$ cat src/rtl/uart_rx.sv
// 8N1 serial receiver: 16x oversampling from an internal baud tick, start-bit
// glitch rejection, framing-error detection and line-break hold-off.
module uart_rx #(
    parameter int CLK_FREQ   = 100_000_000,
    parameter int BAUD       = 9600,
    parameter int OVERSAMPLE = 16
) (
    input  logic       clk,
    input  logic       rst,
    input  logic       rx,
    output logic [7:0] rx_data,
    output logic       rx_done,
    output logic       rx_busy,
    output logic       frame_err,
    output logic [2:0] dbg_state
);

    localparam int DIV = CLK_FREQ / (BAUD * OVERSAMPLE);
    localparam int DW  = $clog2(DIV);
    localparam logic [DW-1:0] DIV_LAST = DW'(DIV - 1);

    typedef enum logic [2:0] {
        S_IDLE  = 3'd0,
        S_START = 3'd1,
        S_DATA  = 3'd2,
        S_STOP  = 3'd3,
        S_BREAK = 3'd4
    } state_t;

    state_t        state_q;
    state_t        state_d;
    logic          rx_meta;
    logic          rx_s;
    logic [DW-1:0] div_cnt;
    logic          tick;
    logic [3:0]    smp;
    logic [2:0]    bit_cnt;
    logic [7:0]    sh;
    logic          take_bit;
    logic          done_d;
    logic          ferr_d;

    // Two-stage synchronizer; resets to the idle (high) line level.
    always_ff @(posedge clk or negedge rst) begin
        if (!rst) begin
            rx_meta <= 1'b1;
            rx_s    <= 1'b1;
        end else begin
            rx_meta <= rx;
            rx_s    <= rx_meta;
        end
    end

    // Free-running baud tick; never realigned to the start edge.
    always_ff @(posedge clk or negedge rst) begin
        if (!rst) begin
            div_cnt <= '0;
        end else if (div_cnt == DIV_LAST) begin
            div_cnt <= '0;
        end else begin
            div_cnt <= div_cnt + 1'b1;
        end
    end

    assign tick = (div_cnt == DIV_LAST);

    always_ff @(posedge clk or negedge rst) begin
        if (!rst) begin
            state_q <= S_IDLE;
        end else begin
            state_q <= state_d;
        end
    end

    always_comb begin
        state_d  = state_q;
        take_bit = 1'b0;
        done_d   = 1'b0;
        ferr_d   = 1'b0;
        case (state_q)
            S_IDLE: begin
                if (!rx_s) state_d = S_START;
            end
            S_START: begin
                // Mid-start-bit recheck rejects glitches shorter than half a bit.
                if (tick && smp == 4'd7) state_d = rx_s ? S_IDLE : S_DATA;
            end
            S_DATA: begin
                if (tick && smp == 4'd15) begin
                    take_bit = 1'b1;
                    if (bit_cnt == 3'd7) state_d = S_STOP;
                end
            end
            S_STOP: begin
                if (tick && smp == 4'd15) begin
                    if (rx_s) begin
                        done_d  = 1'b1;
                        state_d = S_IDLE;
                    end else begin
                        ferr_d  = 1'b1;
                        state_d = S_BREAK;
                    end
                end
            end
            S_BREAK: begin
                if (rx_s) state_d = S_IDLE;
            end
            default: state_d = S_IDLE;
        endcase
    end

    always_ff @(posedge clk or negedge rst) begin
        if (!rst) begin
            smp       <= '0;
            bit_cnt   <= '0;
            sh        <= '0;
            rx_data   <= '0;
            rx_done   <= 1'b0;
            frame_err <= 1'b0;
            rx_busy   <= 1'b0;
        end else begin
            if (state_d != state_q) begin
                smp <= '0;
            end else if (tick) begin
                smp <= smp + 4'd1;
            end
            if (state_q == S_START && state_d == S_DATA) begin
                bit_cnt <= '0;
            end else if (take_bit) begin
                bit_cnt <= bit_cnt + 3'd1;
            end
            if (take_bit) sh <= {rx_s, sh[7:1]};
            if (done_d) rx_data <= sh;
            rx_done   <= done_d;
            frame_err <= ferr_d;
            rx_busy   <= (state_d != S_IDLE);
        end
    end

    assign dbg_state = state_q;

endmodule

$ cat config.mk
export PLATFORM = sky130hd
export DESIGN_NAME = uart_rx
export DESIGN_NICKNAME = d
export VERILOG_FILES = /design/src/rtl/uart_rx.sv
export SDC_FILE = /design/constraint.sdc
export NUM_CORES = 1
export LEC_CHECK = 0
export CAP_MARGIN = 5
export CORE_MARGIN = 10
export CORE_UTILIZATION = 60
export DETAILED_ROUTE_END_ITERATION = 7
export HOLD_SLACK_MARGIN = 0.05
export PLACE_DENSITY = 0.83
export SYNTH_ARGS = -nofsm -noshare
export SYNTH_HDL_FRONTEND = slang
export SYNTH_SLANG_ARGS = --single-unit
$ cat constraint.sdc
create_clock -name clk -period 3.9 [get_ports clk]
set_input_delay 0.78 -clock clk [delete_from_list [all_inputs] [get_ports clk]]
set_output_delay 0.78 -clock clk [all_outputs]
set_load 0.1 [all_outputs]
After elaboration in Yosys (flattened, before gate mapping):

Cells that the tools add are included.

* $add $sub $neg: 3
* equal/unequal tests: 10
* muxes and demuxes: 22
* reduce and logical (&&, ||, !) cells: 7

Operators with widths (number)
* $mux W3: 9
* $pmux W3 S5: 1
* $add A10 B1 Y10 const B: 1
* $eq A10 B10 Y1 const B: 1
* $mux W10: 1
* $eq A3 B2 Y1 const B: 3
* $mux W1: 8
* $mux W4: 2
* $eq A3 B3 Y1 const B: 2
* $add A4 B1 Y4 const B: 1
* $eq A4 B3 Y1 const B: 1
* $eq A4 B4 Y1 const B: 1
* $reduce_bool A2 Y1: 2
* $add A3 B1 Y3 const B: 1
* $eq A3 B1 Y1 const B: 1
* $logic_and A1 B1 Y1: 3
* $logic_not A3 Y1: 1
* $ne A3 B3 Y1: 1
* $reduce_bool A3 Y1: 1
* $mux W2: 1

* bits in registers: 41
* bits of input ports: 3
* output and inout bits: 14
* word-level logic and storage cells: 53

Depth between registers and ports, before layout:

* word-level depth: 7
* depth in mapped cells: 8
* depth with buffers taken out: 7

Worst setup path after synthesis:

OpenSTA, ideal clock, no wires.

* path kind: flip-flop to flip-flop
* start point: reg state_q[0] (netlist: dbg_state[0])
* end point: reg rx_busy
* data arrival time: 2.316 ns
* data required time: 3.769 ns
* slack: 1.453 ns
* stages on the path, launching flop included: 5
* path through: dfrtp_1 -> nand3_1 -> or4_4 -> a22o_1 -> or3_1

* longest elaborated chain between the ends: 4
* elaborated cells between the ends (all ways): 13
* those cells by class: 4 x eq/ne; 7 x mux; 2 x reduce/logical

RTL lines
* start, declared: line 30 `state_t state_q;`
* start signal, assigned: line 71 `state_q <= state_d;`
* $mux W3: line 91 `if (bit_cnt == 3'd7) state_d = S_STOP;`
* $mux W3: line 89 `if (tick && smp == 4'd15) begin`
* $pmux W3 S5 *: line 80 `case (state_q)`
* named net state_d[0]: line 31 `state_t state_d;`
* $reduce_bool A3 Y1 *: line 136 `rx_busy <= (state_d != S_IDLE);`
* end signal, assigned: line 136
* end, declared: line 13 `output logic rx_busy,`

Mark *: on every way through the listed nets, which the timed path passes. The rest lies on a longest branch.
A chain may end at the register's enable or synchronous reset.

Worst setup path after layout:

* start point: reg state_q[2] (netlist: dbg_state[2])
* end point: out dbg_state[2]

RTL lines
* end, declared: line 15 `output logic [2:0] dbg_state`

No word-level cell between the ends.

==> results.py <==
metrics = {
    "outcome": {
        "status": "completed",
    },
    "pwr": {
        "power_density_nw_per_um2": 351,
        "p_leak_nw": 1.02,
        "vdd_ir_drop_max_v": 0.000375,
    },
    "sta": {
        "max_slew_margin": 0.337,
        "fmax_ghz": 0.352,
        "finalSetupViolCount": 0,
        "maxSlewViolCount": 0,
        "setup_slack_ns": 1.06,
        "rsz0062_at_grt": "false",
        "finalHoldViolations": 0,
        "tns_ns": 0,
        "layout_min_cycle_time_ns": 2.84,
        "fin_skew_ns": 0.0129,
        "fin_crit_sh": 0.729,
        "tightest_slew_ns": 0.991,
    },
    "route": {
        "totalWireLength_um": 3070,
        "ant_nets": 0,
        "drt_iter0_drc": 73,
        "wl_per_cell_um": 15.1,
        "vias_per_cell": 5.68,
        "drt_first_pass_iters": 4,
        "num_vias": 1153,
        "remaining_drc_errors": 0,
    },
    "global_route": {
        "grt_pass1_vias": 1181,
        "antenna_found_initial": 0,
        "grt_pass1_wl_um": 5220,
        "grtUsageTotal": 0.118,
        "grt_max_degree": 42,
        "grt_overflow_total": 0,
    },
    "placed_design": {
        "portBuffers": 16,
        "pre_cts_slack_ns": 1.34,
        "place_congestion": 0.776,
        "hpwl_um": 2240,
    },
    "critical_path": {
        "crit_arrival_ns": 2.06,
        "r2r_end": "sh[5]$_DFFE_PN0P_",
        "critPathLaunchType": "flop",
        "cp_slowest_cell": "clkdlybuf4s50_1",
        "r2r_slack_ns": 1.34,
        "critPathCaptureType": "output port",
        "crit_family": "buffers and inverters",
        "max_stage_delay_ns": 1.20,
        "required_ns": 3.12,
        "crit_buf_inv": 1,
        "worst-path-max-fanout": 10,
        "r2r-start": "div_cnt[5]$_DFF_PN0_",
        "reg2reg_depth": 5,
        "path_cells": "clkdlybuf4s50_1",
        "path_class": "reg -> out",
    },
    "synthesis": {
        "yosysWarningCount": 0,
        "synth_mux_area_frac": 0.116,
        "synth_area_sq_um": 1800,
        "avgSynthCellArea_sq_um": 11.9,
        "yosys.area_share.simple": 0.143,
        "synth_xor_area_frac": 0.0633,
        "synth.yosys.seq_area_share": 0.572,
        "synthDistinctLibCells": 36,
        "synthArstFlopShare": 1.00,
        "synth_top_family_by_area": "simple AND/OR/NAND/NOR gates",
        "synth_top_flop_cell": "dfrtp_1",
        "synth_edf_count": 0,
        "synth_fa_ha_area_frac": 0.0348,
        "synthesis.nets": 159,
        "syn_inst": 151,
        "ys_ff_latch": 41,
        "synth_compound_area_frac": 0.0473,
    },
    "floorplanning": {
        "die_w_um": 74.8,
        "rows": 19,
        "die_h_um": 74.8,
        "ios": 17,
        "start_util": 0.641,
        "core_area_sq_um": 2810,
        "dieArea_sq_um": 5590,
    },
    "cts": {
        "numCtsBuffers": 5,
        "cts.sinks": 41,
        "cts-resized-gates": 0,
        "clk_path_buf_depth": 2,
        "path_clk_slew_ns": 0.12,
        "insertion_delay_ns": 0.34,
        "root_buffer": "clkbuf_4",
        "cts_tree": "built",
        "htree_levels": 2,
        "cts_setup_buffers": 0,
        "holdBufCountCts": 0,
    },
    "hold_path": {
        "min_path_type": "reg -> reg",
        "whs_path_depth": 0,
        "min_to": "rx_s$_DFF_PN1_",
        "hold_start": "rx_meta$_DFF_PN1_",
    },
    "layout": {
        "syn_to_final_growth_pct": 15.4,
        "drive_above_1_share": 0.180,
        "antennaDiodeCount": 0,
        "final_util": 0.740,
        "layout_commonest_cell": "dfrtp_1",
        "final_cell_mix": "dfrtp_1, nor2_1, clkdlybuf4s50_1, mux2_2, xnor2_1",
        "nets": 179,
    },
    "flow_run": {
        "cap_violations": 0,
    },
}
==> registers in the layout (all words and copies together) (netlist names) <==
register   cells
dbg_state      3
bit_cnt        3
frame_err      1
rx_s           1
rx_meta        1
rx_busy        1
rx_data        8
rx_done        1
sh             8
smp            4
div_cnt       10
==> synthesized netlist by cell type (all sizes together), types with 2 or more instances <==
| master | n | area, sq um |
|---|---|---|
| nor4 | 2 | 12.5 |
| and3 | 3 | 18.8 |
| clkbuf | 3 | 11.3 |
| mux2i | 4 | 40.0 |
| dfstp | 2 | 52.6 |
| or2 | 2 | 12.5 |
| ha | 5 | 62.6 |
| inv | 6 | 22.5 |
| xnor2 | 8 | 70.1 |
| dfrtp | 39 | 976 |
| nand3 | 6 | 30.0 |
| xor2 | 5 | 43.8 |
| buf | 2 | 8.75 |
| o21ai | 4 | 20.0 |
| mux2 | 15 | 169 |
| nor2 | 18 | 67.6 |
| nand2 | 7 | 26.3 |
| nor2b | 2 | 12.5 |
| nand4 | 3 | 18.8 |
| nor3 | 2 | 10.0 |
==> layout make-up <==
class / count / area, sq um
timing repair buffer: 18 / 170
clock buffer: 6 / 51.3
clock inverter: 2 / 37.5
inverter: 6 / 22.5
tap: 31 / 38.8
fill: 202 / 728
multi-input combinational: 99 / 728
sequential: 41 / 1030
==> where the power goes <==
group          switching, mW  leakage (nW)  total, mW  internal, mW
combinational        0.00847         0.432     0.0100       0.00154
sequential           0.00113         0.541      0.428         0.427
clock                  0.138        0.0445      0.290         0.152
==> worst max-delay path by stage <==
| stage | end | slack [ns] | from | depth (start not counted) |
|---|---|---|---|---|
| finish | dbg_state[2] | 1.06 | dbg_state[2]$_DFF_PN0_ | 1 |
| global route | dbg_state[2] | 0.98 | dbg_state[2]$_DFF_PN0_ | 1 |
| CTS | dbg_state[2] | 1.04 | dbg_state[2]$_DFF_PN0_ | 1 |
| detailed placement | sh[6]$_DFFE_PN0P_ | 1.34 | div_cnt[5]$_DFF_PN0_ | 5 |
| global placement | sh[5]$_DFFE_PN0P_ | 1.41 | div_cnt[5]$_DFF_PN0_ | 5 |
| floorplan | rx_busy$_DFF_PN0_ | 1.45 | dbg_state[0]$_DFF_PN0_ | 4 |
==> per-layer routing <==
layer	up-vias	global-route usage	routed length, um
li1	557	-	-
met1	575	0.144	1410
met2	19	0.192	1510
met3	2	0.0394	137
met4	0	0.0399	8
met5	-	0	0
==> kinds of logic (layout without fill, tap and decap cells) <==
| group | after synthesis | in the layout |
|---|---|---|
| mux | 19 | 19 |
| buf+inv | 11 | 32 |
| fa+ha+maj | 5 | 5 |
| simple gates | 50 | 50 |
| flops | 41 | 41 |
| compound gates | 12 | 12 |
| xor+xnor | 13 | 13 |
==> through the flow <==
stage	hold slack [ns]	instances	instance area, sq um	power (mW)
6_report	0.368	203	2080	0.728
5_1_grt	0.371	203	2080	0.753
4_1_cts	0.368	203	2080	0.734
3_5_place_dp	0.350	195	1990	0.447
3_3_place_gp	0.349	195	1990	0.446
2_1_floorplan	0.345	151	1800	0.437
Note: power is estimated with default switching activity, not from simulation.
